`config.mk`:
```
export PLATFORM = sky130hd
export DESIGN_NAME = rs232_avalon_slave
export DESIGN_NICKNAME = d
export VERILOG_FILES = /design/src/rtl/rs232_avalon_slave.sv
export SDC_FILE = /design/constraint.sdc
export NUM_CORES = 1
export LEC_CHECK = 0
export BUFFER_PORTS_ARGS = -buffer_cell sky130_fd_sc_hd__buf_2
export CAP_MARGIN = 25
export CORE_UTILIZATION = 50
export CTS_CLUSTER_SIZE = 40
export DETAILED_ROUTE_END_ITERATION = 7
export GPL_TIMING_DRIVEN = 0
export PLACE_DENSITY = 0.82
export SLEW_MARGIN = 40
export SYNTH_ARGS = -nofsm -noshare
export SYNTH_HDL_FRONTEND = slang
export SYNTH_SLANG_ARGS = --single-unit
```
`constraint.sdc`:
```
create_clock -name avm_clk -period 2.4 [get_ports avm_clk]
set_clock_uncertainty 0.05 [all_clocks]
set_input_delay 0.24 -clock avm_clk [delete_from_list [all_inputs] [get_ports avm_clk]]
set_output_delay 0.24 -clock avm_clk [all_outputs]
set_load 0.01 [all_outputs]
```
`src/rtl/rs232_avalon_slave.sv`:
```
// RS-232 UART with an Avalon-MM slave port.
// Registers: RX data (0x0), TX data (0x4), STATUS (0x8). Every access takes
// exactly one wait state. Single-byte holding registers in each direction.
module rs232_avalon_slave #(
    parameter int CLK_DIV = 434
) (
    input  logic        avm_clk,
    input  logic        avm_rst,
    input  logic [4:0]  avm_address,
    input  logic        avm_read,
    output logic [31:0] avm_readdata,
    input  logic        avm_write,
    input  logic [31:0] avm_writedata,
    output logic        avm_waitrequest,
    input  logic        uart_rxd,
    output logic        uart_txd
);

    localparam logic [15:0] DIV_LAST  = 16'(CLK_DIV - 1);
    localparam logic [15:0] HALF_LAST = 16'(CLK_DIV / 2 - 1);

    typedef enum logic [1:0] {RX_IDLE, RX_START, RX_DATA, RX_STOP} rx_state_t;
    typedef enum logic [1:0] {TX_IDLE, TX_START, TX_DATA, TX_STOP} tx_state_t;

    // bus / status state
    logic        ack_q, ack_d;
    logic        rrdy_q, rrdy_d, trdy_q, trdy_d, roe_q, roe_d, fe_q, fe_d;
    logic [7:0]  rx_hold_q, rx_hold_d, tx_hold_q, tx_hold_d;
    // receiver: [0]/[1] synchronizer, [2] previous synchronized value for edge detect
    logic [2:0]  rx_sync_q;
    rx_state_t   rx_state_q, rx_state_d;
    logic [15:0] rx_cnt_q, rx_cnt_d;
    logic [2:0]  rx_bit_q, rx_bit_d;
    logic [7:0]  rx_sh_q, rx_sh_d;
    // transmitter
    tx_state_t   tx_state_q, tx_state_d;
    logic [15:0] tx_cnt_q, tx_cnt_d;
    logic [2:0]  tx_bit_q, tx_bit_d;
    logic [7:0]  tx_sh_q, tx_sh_d;
    logic        txd_q, txd_d;

    logic rx_in, rx_fall, rx_end, tx_pick;
    logic done, rd_done, wr_done, a_rx, a_tx, a_st;
    logic rd_rx, wr_st, tx_acc, rx_load, rx_ovr, rx_ferr;
    logic unused_wdata;

    assign unused_wdata = ^avm_writedata[31:8];
    assign rx_in   = rx_sync_q[1];
    assign rx_fall = rx_sync_q[2] & ~rx_sync_q[1];
    assign uart_txd = txd_q;

    // Bus handshake: stall the first cycle of each request, complete the next.
    // A write that arrives together with a read is ignored.
    always_comb begin
        ack_d           = (avm_read | avm_write) & ~ack_q;
        avm_waitrequest = (avm_read | avm_write) & ~ack_q & ~avm_rst;
        done    = (avm_read | avm_write) & ack_q & ~avm_rst;
        rd_done = done & avm_read;
        wr_done = done & avm_write & ~avm_read;
        a_rx    = (avm_address == 5'd0);
        a_tx    = (avm_address == 5'd4);
        a_st    = (avm_address == 5'd8);
        avm_readdata = 32'd0;
        if (rd_done && a_rx) avm_readdata = {24'd0, rx_hold_q};
        if (rd_done && a_st) avm_readdata = {24'd0, rrdy_q, trdy_q, 2'b00, roe_q, 1'b0, fe_q, 1'b0};
    end

    // Holding registers and status flags; side effects only on completion.
    // An RX read completing as a byte lands frees the slot, so no overrun.
    always_comb begin
        rd_rx   = rd_done & a_rx;
        wr_st   = wr_done & a_st;
        tx_acc  = wr_done & a_tx & trdy_q;
        rx_load = rx_end & rx_in & (~rrdy_q | rd_rx);
        rx_ovr  = rx_end & rx_in & rrdy_q & ~rd_rx;
        rx_ferr = rx_end & ~rx_in;
        rrdy_d    = rx_load | (rrdy_q & ~rd_rx);
        roe_d     = rx_ovr  | (roe_q & ~wr_st);
        fe_d      = rx_ferr | (fe_q & ~wr_st);
        rx_hold_d = rx_load ? rx_sh_q : rx_hold_q;
        tx_hold_d = tx_acc ? avm_writedata[7:0] : tx_hold_q;
        trdy_d    = tx_pick | (trdy_q & ~tx_acc);
    end

    // RX next state: centre on the start bit, then one sample per bit period.
    always_comb begin
        rx_state_d = rx_state_q;
        case (rx_state_q)
            RX_IDLE:  if (rx_fall) rx_state_d = RX_START;
            RX_START: if (rx_cnt_q == HALF_LAST) rx_state_d = rx_in ? RX_IDLE : RX_DATA;
            RX_DATA:  if (rx_cnt_q == DIV_LAST && rx_bit_q == 3'd7) rx_state_d = RX_STOP;
            RX_STOP:  if (rx_cnt_q == DIV_LAST) rx_state_d = RX_IDLE;
            default:  rx_state_d = RX_IDLE;
        endcase
    end

    // RX datapath: bit timer, LSB-first shifter, stop-bit sample strobe.
    always_comb begin
        rx_cnt_d = rx_cnt_q + 16'd1;
        rx_bit_d = rx_bit_q;
        rx_sh_d  = rx_sh_q;
        rx_end   = 1'b0;
        case (rx_state_q)
            RX_IDLE: begin
                rx_cnt_d = 16'd0;
                rx_bit_d = 3'd0;
            end
            RX_START: if (rx_cnt_q == HALF_LAST) rx_cnt_d = 16'd0;
            RX_DATA: if (rx_cnt_q == DIV_LAST) begin
                rx_cnt_d = 16'd0;
                rx_sh_d  = {rx_in, rx_sh_q[7:1]};
                rx_bit_d = rx_bit_q + 3'd1;
            end
            RX_STOP: if (rx_cnt_q == DIV_LAST) begin
                rx_cnt_d = 16'd0;
                rx_end   = 1'b1;
            end
            default: rx_cnt_d = 16'd0;
        endcase
    end

    // TX next state: a pending byte at the end of the stop bit chains straight
    // into the next start bit so back-to-back frames have no idle gap.
    always_comb begin
        tx_state_d = tx_state_q;
        case (tx_state_q)
            TX_IDLE:  if (!trdy_q) tx_state_d = TX_START;
            TX_START: if (tx_cnt_q == DIV_LAST) tx_state_d = TX_DATA;
            TX_DATA:  if (tx_cnt_q == DIV_LAST && tx_bit_q == 3'd7) tx_state_d = TX_STOP;
            TX_STOP:  if (tx_cnt_q == DIV_LAST) tx_state_d = trdy_q ? TX_IDLE : TX_START;
            default:  tx_state_d = TX_IDLE;
        endcase
    end

    // TX datapath: byte pickup, bit timer, shifter and registered line level.
    always_comb begin
        tx_cnt_d = tx_cnt_q + 16'd1;
        tx_bit_d = tx_bit_q;
        tx_sh_d  = tx_sh_q;
        tx_pick  = 1'b0;
        case (tx_state_q)
            TX_IDLE: begin
                tx_cnt_d = 16'd0;
                tx_bit_d = 3'd0;
                if (!trdy_q) begin
                    tx_pick = 1'b1;
                    tx_sh_d = tx_hold_q;
                end
            end
            TX_START: if (tx_cnt_q == DIV_LAST) tx_cnt_d = 16'd0;
            TX_DATA: if (tx_cnt_q == DIV_LAST) begin
                tx_cnt_d = 16'd0;
                tx_sh_d  = {1'b0, tx_sh_q[7:1]};
                tx_bit_d = tx_bit_q + 3'd1;
            end
            TX_STOP: if (tx_cnt_q == DIV_LAST) begin
                tx_cnt_d = 16'd0;
                tx_bit_d = 3'd0;
                if (!trdy_q) begin
                    tx_pick = 1'b1;
                    tx_sh_d = tx_hold_q;
                end
            end
            default: tx_cnt_d = 16'd0;
        endcase
        case (tx_state_d)
            TX_START: txd_d = 1'b0;
            TX_DATA:  txd_d = tx_sh_d[0];
            default:  txd_d = 1'b1;
        endcase
    end

    // State register for bus, flags, both FSMs and their datapaths.
    always_ff @(posedge avm_clk) begin
        if (avm_rst) begin
            ack_q      <= 1'b0;
            rrdy_q     <= 1'b0;
            trdy_q     <= 1'b1;
            roe_q      <= 1'b0;
            fe_q       <= 1'b0;
            rx_hold_q  <= 8'd0;
            tx_hold_q  <= 8'd0;
            rx_sync_q  <= 3'b111;
            rx_state_q <= RX_IDLE;
            rx_cnt_q   <= 16'd0;
            rx_bit_q   <= 3'd0;
            rx_sh_q    <= 8'd0;
            tx_state_q <= TX_IDLE;
            tx_cnt_q   <= 16'd0;
            tx_bit_q   <= 3'd0;
            tx_sh_q    <= 8'd0;
            txd_q      <= 1'b1;
        end else begin
            ack_q      <= ack_d;
            rrdy_q     <= rrdy_d;
            trdy_q     <= trdy_d;
            roe_q      <= roe_d;
            fe_q       <= fe_d;
            rx_hold_q  <= rx_hold_d;
            tx_hold_q  <= tx_hold_d;
            rx_sync_q  <= {rx_sync_q[1:0], uart_rxd};
            rx_state_q <= rx_state_d;
            rx_cnt_q   <= rx_cnt_d;
            rx_bit_q   <= rx_bit_d;
            rx_sh_q    <= rx_sh_d;
            tx_state_q <= tx_state_d;
            tx_cnt_q   <= tx_cnt_d;
            tx_bit_q   <= tx_bit_d;
            tx_sh_q    <= tx_sh_d;
            txd_q      <= txd_d;
        end
    end

endmodule
```
==> results <==
- The most used flip-flop cell after synthesis is sky130_fd_sc_hd__dfxtp_1.
- The via density per instance is 5.20.
- The tool flagged a number of max-cap violations equal to 0.
- The endpoint identified for the worst register-to-register timing path is uart_txd$_SDFF_PP1_.
- The initial antenna violation count is 0.
- The maximum vdd ir drop is roughly 0.00027 V.
- Entering global routing, the biggest net connects 15 pins.
- The power density relative to cell area is roughly 530 nW/um^2.
- The flow ran to the end, and the final reports show no timing, DRC or antenna violations.
- The fill cell instance count of the final layout is 670.
- The first-pass iteration count of the detailed router is 4.
- Broken down by cell family, the worst path's largest delay share belongs to simple AND/OR/NAND/NOR gates.
- Detailed placement ended at an HPWL of roughly 5500 um.
- The global-route wire length before repair is 13200 um.
- In this run the remaining antenna-violating nets after routing total 0.
- Averaged over all synthesized cells, the footprint is between 9 and 10 um^2.
- In this run the critical register-to-register path is launched from tx_cnt_q[1]$_SDFF_PP0_.
- The global routing usage summed across all routing layers is between 10% and 20%.
- The number of sinks driven by the clock tree is 83.
- Summed over all layers, the global routing overflow is 0.
- For this run, the number of Yosys warnings is 0.
- Setup repair after global routing could not meet its margin everywhere.
- The slew at the pin closest to its max-slew limit is around 0.68 ns.
- The core region is 7770 um^2.
- The type of destination of the critical path is a register.
- By count the netlist is led by 83 x sky130_fd_sc_hd__dfxtp_1, 66 x sky130_fd_sc_hd__nor2_1, 29 x sky130_fd_sc_hd__mux2i_1, 24 x sky130_fd_sc_hd__buf_4, 20 x sky130_fd_sc_hd__nand2b_1.
- The number of buffer and inverter instances along the worst setup path is 2.
- Summing all non-filler instances in the final layout gives an area of 4720 um^2.
- The tree is rooted in a sky130_fd_sc_hd__clkbuf_8.
- After synthesis, the cell types taking the most area are sky130_fd_sc_hd__dfxtp_1 41%, sky130_fd_sc_hd__mux2i_1 7.2%, sky130_fd_sc_hd__nor2_1 6.1%, sky130_fd_sc_hd__ha_1 4.7%, sky130_fd_sc_hd__buf_4 4.5%.
- Traced cell by cell, the critical path runs through inv_2 -> ha_4 -> or4b_4 -> or4_4 -> buf_4 -> mux2i_2 -> and2b_2 -> a31oi_1.
- The number of antenna diodes in the final layout is 0.
- In this run the worst path has a maximum fanout of 3.
- The class of the tightest hold or removal check is input port to register.
- The post-synthesis cell type count is 61.
- The I/O pin count is 76.
- The starting density of the core is 51.9%.
- The total of hold buffers inserted after clock tree synthesis is 0.
- The maximum buffer depth of the clock tree is 2.
- The synthesized design contains 0 enable-type register cells.
- After detailed placement, the total cell area comes to 4390 um^2.
- The worst setup path is launched from a register.
- The most common cell in the netlist is sky130_fd_sc_hd__dfxtp_1.
- The post-synth design cell area is around 4000 um^2.
- The worst slew margin relative to its limit is between 50% and 60%.
- The standby leakage power is 1.83 nW.
- The die area is approximately 8400 um^2.
- The clock input transition at the sequential cells of the worst setup and hold paths is roughly 0.080 ns.
- By startpoint and endpoint, the worst setup path is classified as register to register.
- The cell count after synthesis came out at 434.
- Cells with a size suffix above 1 make up 20.2% of the layout.
- The TritonCTS clock tree is yes.
- Counting buffers and inverters, the worst setup path is 8 cells deep.
- The most critical setup path has its startpoint at tx_cnt_q[1]$_SDFF_PP0_.
- The critical hold path startpoint is uart_rxd.
- The floorplan step set the die width to between 90 and 100 um.
- The final layout contains routed wiring with a total length of about 8000 um.
- For this run, asynchronously set or reset flops after synthesis account for 0%.
- The global placer's final weighted congestion is 0.836.
- For the worst setup path, the data required time is roughly 2.6 ns.
- The endpoint with the worst hold slack is rx_sync_q[0]$_SDFF_PP1_.
- The critical-path cell with the highest stage delay is sky130_fd_sc_hd__or4_4.
- Based on the critical path, the design can be clocked at up to 422 MHz.
- The H-tree level count is 3.
- After detailed routing, the average wire length per cell comes to between 10 and 15 um.
- The sequential share of the synthesized area is 41.2%.
- From bottom edge to top edge, the die measures around 92 um.
- The largest single stage delay on the critical path is 0.54 ns.
- In this run, CTS created clock tree buffers numbering 9.
- The dominant cell type by area after synthesis is sky130_fd_sc_hd__dfxtp_1.
- Row generation in the floorplan step produced 32 rows.
- The final critical-path required period is between 2 and 2.5 ns.
- The final layout net count is about 560.
- After detailed routing, the number of remaining DRC violations is 0.
- STA puts the critical path data arrival time at between 2 and 3 ns.
- Counting flops and latches in the post-synthesis netlist gives 83.
- The final count of pins violating max slew is 0.
- From synthesis to final layout, the design area changed by 17.1%.
- The final-report setup violation count is 0.
- The DRC marker count from the first detailed-route iteration is 84.
- The number of cells on the worst reg-to-reg path is 8.
- The overall power consumption is 2.53 mW.
- Counting instances, the worst hold path has a depth of 2.
- The hold violation total from the final report is 0.
- The clock latency on the worst-skew pair is 0.36 ns.
- The routed layout has 3152 vias.
- The via count of the first global-routing pass is 3000.
- Port buffering added 27 buffers.
- In this run the register-to-register setup slack is between 0.03 and 0.04 ns.
- For the final routed database, the setup TNS stands at 0 ns.
- The final worst-path cycle share is 98.6%.
- The area share of the largest cell type after synthesis is ~41%.
-- stage by stage --
step	std cells	worst slack, ns	hold slack, ns	utilization [%]
global route	606	-0.0900	0.0315	60.8
CTS	605	-0.0722	0.0358	59.5
detailed placement	586	-0.0830	0.345	56.5
floorplan	457	0.168	0.294	-
finish	606	0.0328	0.0442	60.8
global placement	586	-0.169	0.345	56.4
-- flip-flops by register name, indices dropped and copies added, names as in the netlist, named ones only --
register and flops:
uart_txd 1, tx_sh_q 8, rx_hold_q 8, tx_hold_q 8, roe_q 1, rx_cnt_q 16
rrdy_q 1, tx_state_q 2, trdy_q 1, rx_state_q 1, tx_bit_q 3, rx_bit_q 3
ack_q 1, rx_sh_q 8, rx_sync_q 3, fe_q 1, tx_cnt_q 16
-- worst max path at each step --
| stage | end | slack, ns |
|---|---|---|
| 6_report | uart_txd$_SDFF_PP1_ | 0.03 |
| 5_1_grt | uart_txd$_SDFF_PP1_ | -0.09 |
| 4_1_cts | rx_sh_q[6]$_SDFFE_PP0P_ | -0.07 |
| 3_5_place_dp | tx_sh_q[7]$_SDFFE_PP0P_ | -0.08 |
| 3_3_place_gp | rx_hold_q[2]$_SDFFE_PP0P_ | -0.17 |
| 2_1_floorplan | uart_txd$_SDFF_PP1_ | 0.17 |
-- cells in the final DEF (no fill, tap or decap), types with 5 or more instances in the layout --
| cell | synthesis | final |
|---|---|---|
| sky130_fd_sc_hd__dfxtp_1 | 83 | 81 |
| sky130_fd_sc_hd__buf_4 | 24 | 30 |
| sky130_fd_sc_hd__a21oi_1 | 9 | 8 |
| sky130_fd_sc_hd__inv_1 | 9 | 8 |
| sky130_fd_sc_hd__mux2i_1 | 29 | 28 |
| sky130_fd_sc_hd__a32oi_1 | 6 | 6 |
| sky130_fd_sc_hd__nand4_1 | 6 | 6 |
| sky130_fd_sc_hd__or3_1 | 8 | 8 |
| sky130_fd_sc_hd__nand2_1 | 15 | 15 |
| sky130_fd_sc_hd__nand3_1 | 13 | 13 |
| sky130_fd_sc_hd__xnor2_1 | 11 | 11 |
| sky130_fd_sc_hd__and4_1 | 5 | 5 |
| sky130_fd_sc_hd__xor2_1 | 14 | 14 |
| sky130_fd_sc_hd__nor2_1 | 66 | 66 |
| sky130_fd_sc_hd__conb_1 | 1 | 24 |
| sky130_fd_sc_hd__a22o_1 | 5 | 5 |
| sky130_fd_sc_hd__buf_2 | 5 | 28 |
| sky130_fd_sc_hd__nand2b_1 | 20 | 20 |
| sky130_fd_sc_hd__ha_1 | 15 | 14 |
| sky130_fd_sc_hd__clkbuf_1 | 7 | 6 |
| sky130_fd_sc_hd__o2bb2ai_1 | 7 | 6 |
| sky130_fd_sc_hd__clkbuf_8 | 1 | 12 |
-- cell type report --
cell class / count / area, um^2 / area share, %
tap: 102 / 128 / 2.70
buffer: 40 / 285 / 6.04
clock inverter: 5 / 61.3 / 1.30
timing repair buffer: 33 / 180 / 3.82
multi-input combinational: 322 / 2210 / 46.8
clock buffer: 11 / 151 / 3.21
sequential: 83 / 1670 / 35.3
inverter: 10 / 37.5 / 0.795
-- power breakdown --
part	internal, mW	switching [mW]	leakage (nW)	total (mW)
combinational	0.0551	0.0577	1.07	0.113
sequential	1.38	0.00403	0.671	1.38
clock	0.539	0.491	0.0978	1.03
total	1.97	0.553	1.83	2.53
-- what timing repair did --
| action | 4_1_cts | 5_1_grt |
|---|---|---|
| gates cloned | 0 | 0 |
| buffers inserted | 3 | 3 |
| pin swaps | 2 | 2 |
| endpoints found under the setup margin | 30 | 47 |
| gates resized for setup | 1 | 17 |
-- cells by family (layout without fill, tap and decap cells) --
| family | count (synthesis) | after routing | share of synthesized area [%] |
|---|---|---|---|
| other | 1 | 24 | 0.0930 |
| muxes | 29 | 29 | 7.20 |
| AOI/OAI and AO/OA | 54 | 54 | 9.99 |
| xor gates and xnor gates | 25 | 25 | 5.43 |
| and+or+nand+nor | 175 | 175 | 23.4 |
| adders and majority gates | 15 | 15 | 4.65 |
| DFF | 83 | 83 | 41.2 |
| buffers and inverters | 52 | 99 | 8.04 |
-- metal layers --
metal  GRT usage, %  part of all wire, %
met5              0                    0
met4           8.59                  1.7
met3           3.48                  3.7
met2           33.5                   49
met1           23.3                   46
Note: power is estimated with default switching activity, not from simulation.
